<file path="src/rtl/uart_tx_fifo_pkg.sv">
// Constants shared between uart_tx_fifo and the uart_tx serializer:
// status bit positions, drain FSM encodings and the busy-guard length.
package uart_tx_fifo_pkg;

    localparam int STAT_ACTIVE = 0;
    localparam int STAT_FULL   = 1;
    localparam int STAT_EMPTY  = 2;
    localparam int STAT_OVF    = 3;

    typedef enum logic [1:0] {
        DRAIN_IDLE  = 2'd0,
        DRAIN_ISSUE = 2'd1,
        DRAIN_GUARD = 2'd2,
        DRAIN_WAIT  = 2'd3
    } drainState_e;

    localparam int GUARD_W = 2;
    localparam logic [GUARD_W-1:0] TX_GUARD_CYCLES = 2'd2;

    function automatic logic [7:0] packStatus(input logic ovf, input logic empty,
                                              input logic full, input logic active);
        logic [7:0] s;
        s = '0;
        s[STAT_OVF]    = ovf;
        s[STAT_EMPTY]  = empty;
        s[STAT_FULL]   = full;
        s[STAT_ACTIVE] = active;
        return s;
    endfunction

endpackage

</file>
<file path="src/rtl/uart_tx_fifo_fifo_sync.sv">
// Generic synchronous FIFO with registered storage; pushes while full and
// pops while empty are ignored. Read data is the current head entry.
import uart_tx_fifo_pkg::*;

module fifo_sync #(
    parameter int WIDTH      = 8,
    parameter int DEPTH_LOG2 = 4
) (
    input  logic                  i_clk,
    input  logic                  i_reset,
    input  logic                  i_push,
    input  logic [WIDTH-1:0]      i_wdata,
    input  logic                  i_pop,
    output logic [WIDTH-1:0]      o_rdata,
    output logic                  o_full,
    output logic                  o_empty,
    output logic [DEPTH_LOG2:0]   o_count
);

    localparam logic [DEPTH_LOG2:0]   FULL_COUNT = {1'b1, {DEPTH_LOG2{1'b0}}};
    localparam logic [DEPTH_LOG2-1:0] PTR_ONE    = DEPTH_LOG2'(1);
    localparam logic [DEPTH_LOG2:0]   CNT_ONE    = (DEPTH_LOG2+1)'(1);

    logic [WIDTH-1:0]      mem_q [0:(1<<DEPTH_LOG2)-1];
    logic [DEPTH_LOG2-1:0] rd_q, rd_d, wr_q, wr_d;
    logic [DEPTH_LOG2:0]   count_q, count_d;
    logic                  doPush, doPop;

    assign o_full  = (count_q == FULL_COUNT);
    assign o_empty = (count_q == '0);
    assign o_count = count_q;
    assign o_rdata = mem_q[rd_q];
    assign doPush  = i_push & ~o_full;
    assign doPop   = i_pop & ~o_empty;

    always_comb begin
        rd_d    = rd_q;
        wr_d    = wr_q;
        count_d = count_q;
        if (doPush) wr_d = wr_q + PTR_ONE;
        if (doPop)  rd_d = rd_q + PTR_ONE;
        case ({doPush, doPop})
            2'b10:   count_d = count_q + CNT_ONE;
            2'b01:   count_d = count_q - CNT_ONE;
            default: count_d = count_q;
        endcase
    end

    always_ff @(posedge i_clk) begin
        if (i_reset) begin
            rd_q    <= '0;
            wr_q    <= '0;
            count_q <= '0;
        end else begin
            rd_q    <= rd_d;
            wr_q    <= wr_d;
            count_q <= count_d;
        end
    end

    // Storage needs no reset: entries are only read once the count covers them.
    always_ff @(posedge i_clk) begin
        if (doPush) mem_q[wr_q] <= i_wdata;
    end

endmodule

</file>
<file path="src/rtl/uart_tx_fifo.sv">
// Byte queue in front of uart_tx: CPU pushes bytes, a drain FSM feeds them one
// at a time to the serializer. Define UART_TX_FIFO_OVF_EN for a sticky overflow flag.
import uart_tx_fifo_pkg::*;

module uart_tx_fifo #(
    parameter int DEPTH_LOG2 = 4
) (
    input  logic       i_clk,
    input  logic       i_reset,
    input  logic       i_cyc,
    input  logic       i_we,
    input  logic [7:0] i_dat,
    output logic [7:0] o_dat,
    output logic       o_tx_cyc,
    output logic       o_tx_we,
    output logic [7:0] o_tx_dat,
    input  logic [7:0] i_tx_stat,
    output logic       o_int
);

    localparam logic [GUARD_W-1:0] GUARD_LAST = GUARD_W'(1);

    logic                push, pop, fifoFull, fifoEmpty, active, ovf;
    logic [7:0]          fifoRdata;
    logic [DEPTH_LOG2:0] fifoCount;
    logic                unusedBits;

    drainState_e         state_q, state_d;
    logic                txStb_q, txStb_d;
    logic [7:0]          txDat_q, txDat_d;
    logic [GUARD_W-1:0]  guard_q, guard_d;
    logic                int_q, int_d;

    assign push       = i_cyc & i_we;
    assign unusedBits = ^{i_tx_stat[7:1], fifoCount};

    fifo_sync #(
        .WIDTH      (8),
        .DEPTH_LOG2 (DEPTH_LOG2)
    ) uFifo (
        .i_clk   (i_clk),
        .i_reset (i_reset),
        .i_push  (push),
        .i_wdata (i_dat),
        .i_pop   (pop),
        .o_rdata (fifoRdata),
        .o_full  (fifoFull),
        .o_empty (fifoEmpty),
        .o_count (fifoCount)
    );

    // The guard hides the serializer's busy flag until it has had time to rise.
    always_comb begin
        state_d = state_q;
        txStb_d = txStb_q;
        txDat_d = txDat_q;
        guard_d = guard_q;
        int_d   = 1'b0;
        pop     = 1'b0;
        case (state_q)
            DRAIN_IDLE: begin
                if (!fifoEmpty) begin
                    pop     = 1'b1;
                    txDat_d = fifoRdata;
                    txStb_d = 1'b1;
                    state_d = DRAIN_ISSUE;
                end
            end
            DRAIN_ISSUE: begin
                txStb_d = 1'b0;
                guard_d = TX_GUARD_CYCLES;
                state_d = DRAIN_GUARD;
            end
            DRAIN_GUARD: begin
                guard_d = guard_q - GUARD_LAST;
                if (guard_q == GUARD_LAST) state_d = DRAIN_WAIT;
            end
            DRAIN_WAIT: begin
                if (!i_tx_stat[0]) begin
                    state_d = DRAIN_IDLE;
                    int_d   = fifoEmpty;
                end
            end
            default: state_d = DRAIN_IDLE;
        endcase
    end

    always_ff @(posedge i_clk) begin
        if (i_reset) begin
            state_q <= DRAIN_IDLE;
            txStb_q <= 1'b0;
            txDat_q <= '0;
            guard_q <= '0;
            int_q   <= 1'b0;
        end else begin
            state_q <= state_d;
            txStb_q <= txStb_d;
            txDat_q <= txDat_d;
            guard_q <= guard_d;
            int_q   <= int_d;
        end
    end

`ifdef UART_TX_FIFO_OVF_EN
    logic ovf_q, ovf_d;

    // A dropped push outranks a status read clearing the flag.
    always_comb begin
        ovf_d = ovf_q;
        if (i_cyc & ~i_we)           ovf_d = 1'b0;
        if (i_cyc & i_we & fifoFull) ovf_d = 1'b1;
    end

    always_ff @(posedge i_clk) begin
        if (i_reset) ovf_q <= 1'b0;
        else         ovf_q <= ovf_d;
    end

    assign ovf = ovf_q;
`else
    assign ovf = 1'b0;
`endif

    assign active   = ~fifoEmpty | (state_q != DRAIN_IDLE);
    assign o_dat    = packStatus(ovf, fifoEmpty, fifoFull, active);
    assign o_tx_cyc = txStb_q;
    assign o_tx_we  = txStb_q;
    assign o_tx_dat = txDat_q;
    assign o_int    = int_q;

endmodule

</file>
<file path="config.mk">
export PLATFORM = sky130hd
export DESIGN_NAME = uart_tx_fifo
export DESIGN_NICKNAME = d
export VERILOG_FILES = /design/src/rtl/uart_tx_fifo_pkg.sv /design/src/rtl/uart_tx_fifo_fifo_sync.sv /design/src/rtl/uart_tx_fifo.sv
export SDC_FILE = /design/constraint.sdc
export NUM_CORES = 1
export LEC_CHECK = 0
export CAP_MARGIN = 10
export CORE_UTILIZATION = 38
export CTS_CLUSTER_SIZE = 14
export DETAILED_ROUTE_END_ITERATION = 8
export PLACE_DENSITY = 0.67
export SLEW_MARGIN = 10
export SYNTH_ARGS = -nofsm -noshare
export SYNTH_HDL_FRONTEND = slang
export SYNTH_SLANG_ARGS = --single-unit
export TNS_END_PERCENT = 1
</file>
<file path="constraint.sdc">
create_clock -name i_clk -period 4.98 [get_ports i_clk]
set_clock_uncertainty 0.15 [all_clocks]
set_input_delay 1.494 -clock i_clk [delete_from_list [all_inputs] [get_ports i_clk]]
set_output_delay 1.494 -clock i_clk [all_outputs]
set_load 0.02 [all_outputs]
</file>
==> summary.txt <==
Setup path
  • Worst path slowest cell: clkdlybuf4s50_1
  • Crit path cell chain: clkdlybuf4s50_1 > nand2_1 > a21oi_1 > inv_1 > ha_1 > xor2_1 > ha_1 > and3_1 > o311a_1 > a211o_1
  • CP Max Fanout: 8
  • Worst R2R Setup Slack: 2060 ps
  • Startpoint Class: input port
  • R2R depth: 9
  • Worst Path Required: approximately 5100 ps
  • CP dominant cell by count: ha_1
  • Crit. End Element: flop
  • Max stage delay on crit path: about 530 ps
  • FF-to-FF Start: uFifo.o_count[1]
  • Reg2reg end: uFifo.o_count[4]
  • CP Launch Point: i_cyc
  • CP Class: in2reg
  • Setup crit end: uFifo.o_count[4]
  • Critical Path AT: 4080 ps

Routing
  • Post-DR vias/cell: around 5.2
  • Via count: between 3,000 and 4,000
  • Detailed Route WL: roughly 12,000 um
  • DRT antenna net count: 0
  • # DRC: 0
  • DR pass1 iterations: 4
  • Routed len/inst: roughly 18 um
  • 1st-iter DRT viols: between 300 and 400

Global route
  • Gr usage total: ~15%
  • Largest net degree at the start of global routing: 29
  • GRT Residual Overflow: 0
  • Initial antenna violation count: 0
  • Number of global-route vias before repair: about 3,500
  • Global-route wire length before repair: ~20,000 um

Logic synthesis
  • Post-Syn Area per Cell: approximately 15 sq um
  • Post-Synthesis Cells: between 400 and 500
  • Synth top area share: between 50% and 60%
  • Synth Area in XOR/XNOR: 1.36%
  • Synth Area in Adders: just under 3%
  • Most frequent cell after synthesis: edfxtp_1
  • Post-synthesis sequential area ratio: between 60% and 70%
  • Most instantiated cells after synthesis: edfxtp_1, nor2_1, mux2i_1, dfxtp_1, o22ai_1
  • Warnings, synthesis: 0
  • Simple-gate portion of the synthesized area: approximately 5.8%
  • Largest area contributor in the netlist: edfxtp_1
  • Area contributors post-synth: edfxtp_1, dfxtp_1, mux2i_1
  • EDFF count, synth: approximately 130
  • Distinct cells, synth: 45
  • Mux share of post-synthesis cell area: ~11%
  • Post-Syn Area: between 6000 and 7000 sq um
  • Asr flop ratio synth: 0%
  • Ys flop type: edfxtp_1
  • Main combinational cell family by area after synthesis: multiplexers
  • #FFs+latches synth: approximately 160
  • Synth Area in Compound Gates: 7.18%

Power and ir drop
  • Pwr per Cell Area: 480 nW/um^2
  • LEAKAGE: 2.40 nW
  • Max VDD drop: between 0.2 and 0.3 mV

Layout
  • Fillers: 1,447
  • Antenna fix cells: 0
  • Layout Nets: about 480
  • P&R area growth vs syn: 15.8%
  • Fin util: about 45%
  • Layout cells sized above 1: between 10% and 20%
  • Finished Layout Cells: roughly 680

STA
  • Setup ws final: ~1100 ps
  • Tightest Pin Transition: ~860 ps
  • RSZ-0062 raised after global routing: no
  • Final hold violations: 0
  • Tcrit/Tclk final: ~79%
  • Setup tns final: 0 ps
  • Slew HR: 42.5%
  • Max Freq: roughly 250 MHz
  • Final hold slack: 357 ps
  • Setup violators final: 0
  • Post-layout min period: 3920 ps
  • Slew Viols, Final: 0

Die
  • Top-Level Pins: 39
  • Die area: 17,500 sq um
  • FP Rows: 47
  • Die Y-Extent: around 130 um
  • Starting Density: around 39%
  • CORE AREA: 16,600 sq um
  • Overall die width: 132 um

Clock tree
  • Clk root buf: clkbuf_16
  • Skew-Pair Late Insertion Delay: between 400 and 500 ps
  • CTS sink cnt: between 150 and 200
  • CTS Buf Count: 17
  • CTS Hold Bufs: 0
  • Post-CTS Setup Bufs: 0
  • Clock buffer depth: 2
  • CTS clk-pin slew, worst paths: around 60 ps
  • Cts repair resizes: 0
  • CTS tree: done
  • H-Tree Depth: 4

Outcome
  • Outcome: complete, no violations

Place
  • Post-DP HPWL: roughly 8000 um
  • Final GP Congestion: around 0.76
  • PortBufs: 26
  • Placed Cells incl. Taps: 643
  • Dpl ws: between 600 and 700 ps

Run
  • Max cap viols: 0

Hold path
  • Hold Path Class: reg2reg
[report_power, final]
part / switching, W / internal [W]
clock: 0.000526 / 0.000747
combinational: 0.000435 / 0.000339
sequential: 0.0000620 / 0.00147
total: 0.00102 / 0.00255
[metrics by stage]
step / instance area [sq um] / power [W]
final: 7460 / 0.00358
after global routing: 7460 / 0.00374
after CTS: 7460 / 0.00361
after detailed placement: 6870 / 0.00234
after global placement: 6870 / 0.00232
after floorplan: 6460 / 0.00213
[worst max-delay path, delay by kind of cell]
family                   cells  cell delay [ps]
AO/OA/AOI/OAI                3              940
buffers and inverters        2              660
adder cells (fa/ha/maj)      2              540
AND/OR/NAND/NOR              2              270
XOR/XNOR                     1              180
[state kept, by name (all words and copies together) (netlist names)]
register / cells
o_tx_cyc: 1
uFifo.o_count: 5
uFifo.mem_q: 128
uFifo.rd_q: 4
uFifo.wr_q: 4
o_tx_dat: 8
guard_q: 2
o_int: 1
state_q: 2
[metal layers]
metal | routed length (um) | vias to the layer above | global-route usage [%]
li1 | - | 1644 | -
met1 | 5530 | 1754 | 20.3
met2 | 5870 | 100 | 23.9
met3 | 816 | 12 | 4.54
met4 | 210 | 0 | 5.94
met5 | 0 | - | 0
[how the worst min path moves through the flow]
stage                start     endpoint  slack, ps  depth (start not counted)
2_1_floorplan   guard_q[0]   guard_q[0]        310                          2
3_3_place_gp    guard_q[0]   guard_q[0]        320                          2
3_5_place_dp    guard_q[0]   guard_q[0]        350                          2
4_1_cts         guard_q[0]   guard_q[0]        360                          2
5_1_grt        o_tx_dat[7]  o_tx_dat[7]        390                          2
6_report        guard_q[0]   guard_q[0]        360                          2
[layout make-up]
cell class              instances  area [sq um]  area share [%]
clock inverters                15           164            2.20
flip-flops and latches        155          4390            58.8
inverters                      10          37.5           0.503
repair buffers                 34           320            4.29
clock buffers                  17           425            5.70
multi-input cells             224          1850            24.8
well taps                     220           275            3.69
[logic make-up (layout without fill, tap and decap cells)]
logic type / Yosys count / count (layout)
mux: 52 / 52
compound gates: 64 / 64
other cells: 1 / 5
buf+inv: 44 / 76
fa+ha+maj: 15 / 15
flops: 155 / 155
simple gates: 78 / 78
xor+xnor: 10 / 10
[cells in the final DEF (no fill, tap or decap), drive strengths merged, types with 4 or more instances in the layout]
cell and instances:
edfxtp 128, nor2 39, mux2i 36, dfxtp 27, clkdlybuf4s50 26, o22ai 17, clkbuf 17, mux4 16
ha 15, inv 15, nand2 11, o21ai 11, a22oi 9, buf 8, xor2 6, a31oi 6
clkinv 6, a21oi 5, nor3 5, conb 5, nand2b 4, xnor2 4
Note: power is estimated with default switching activity, not from simulation.
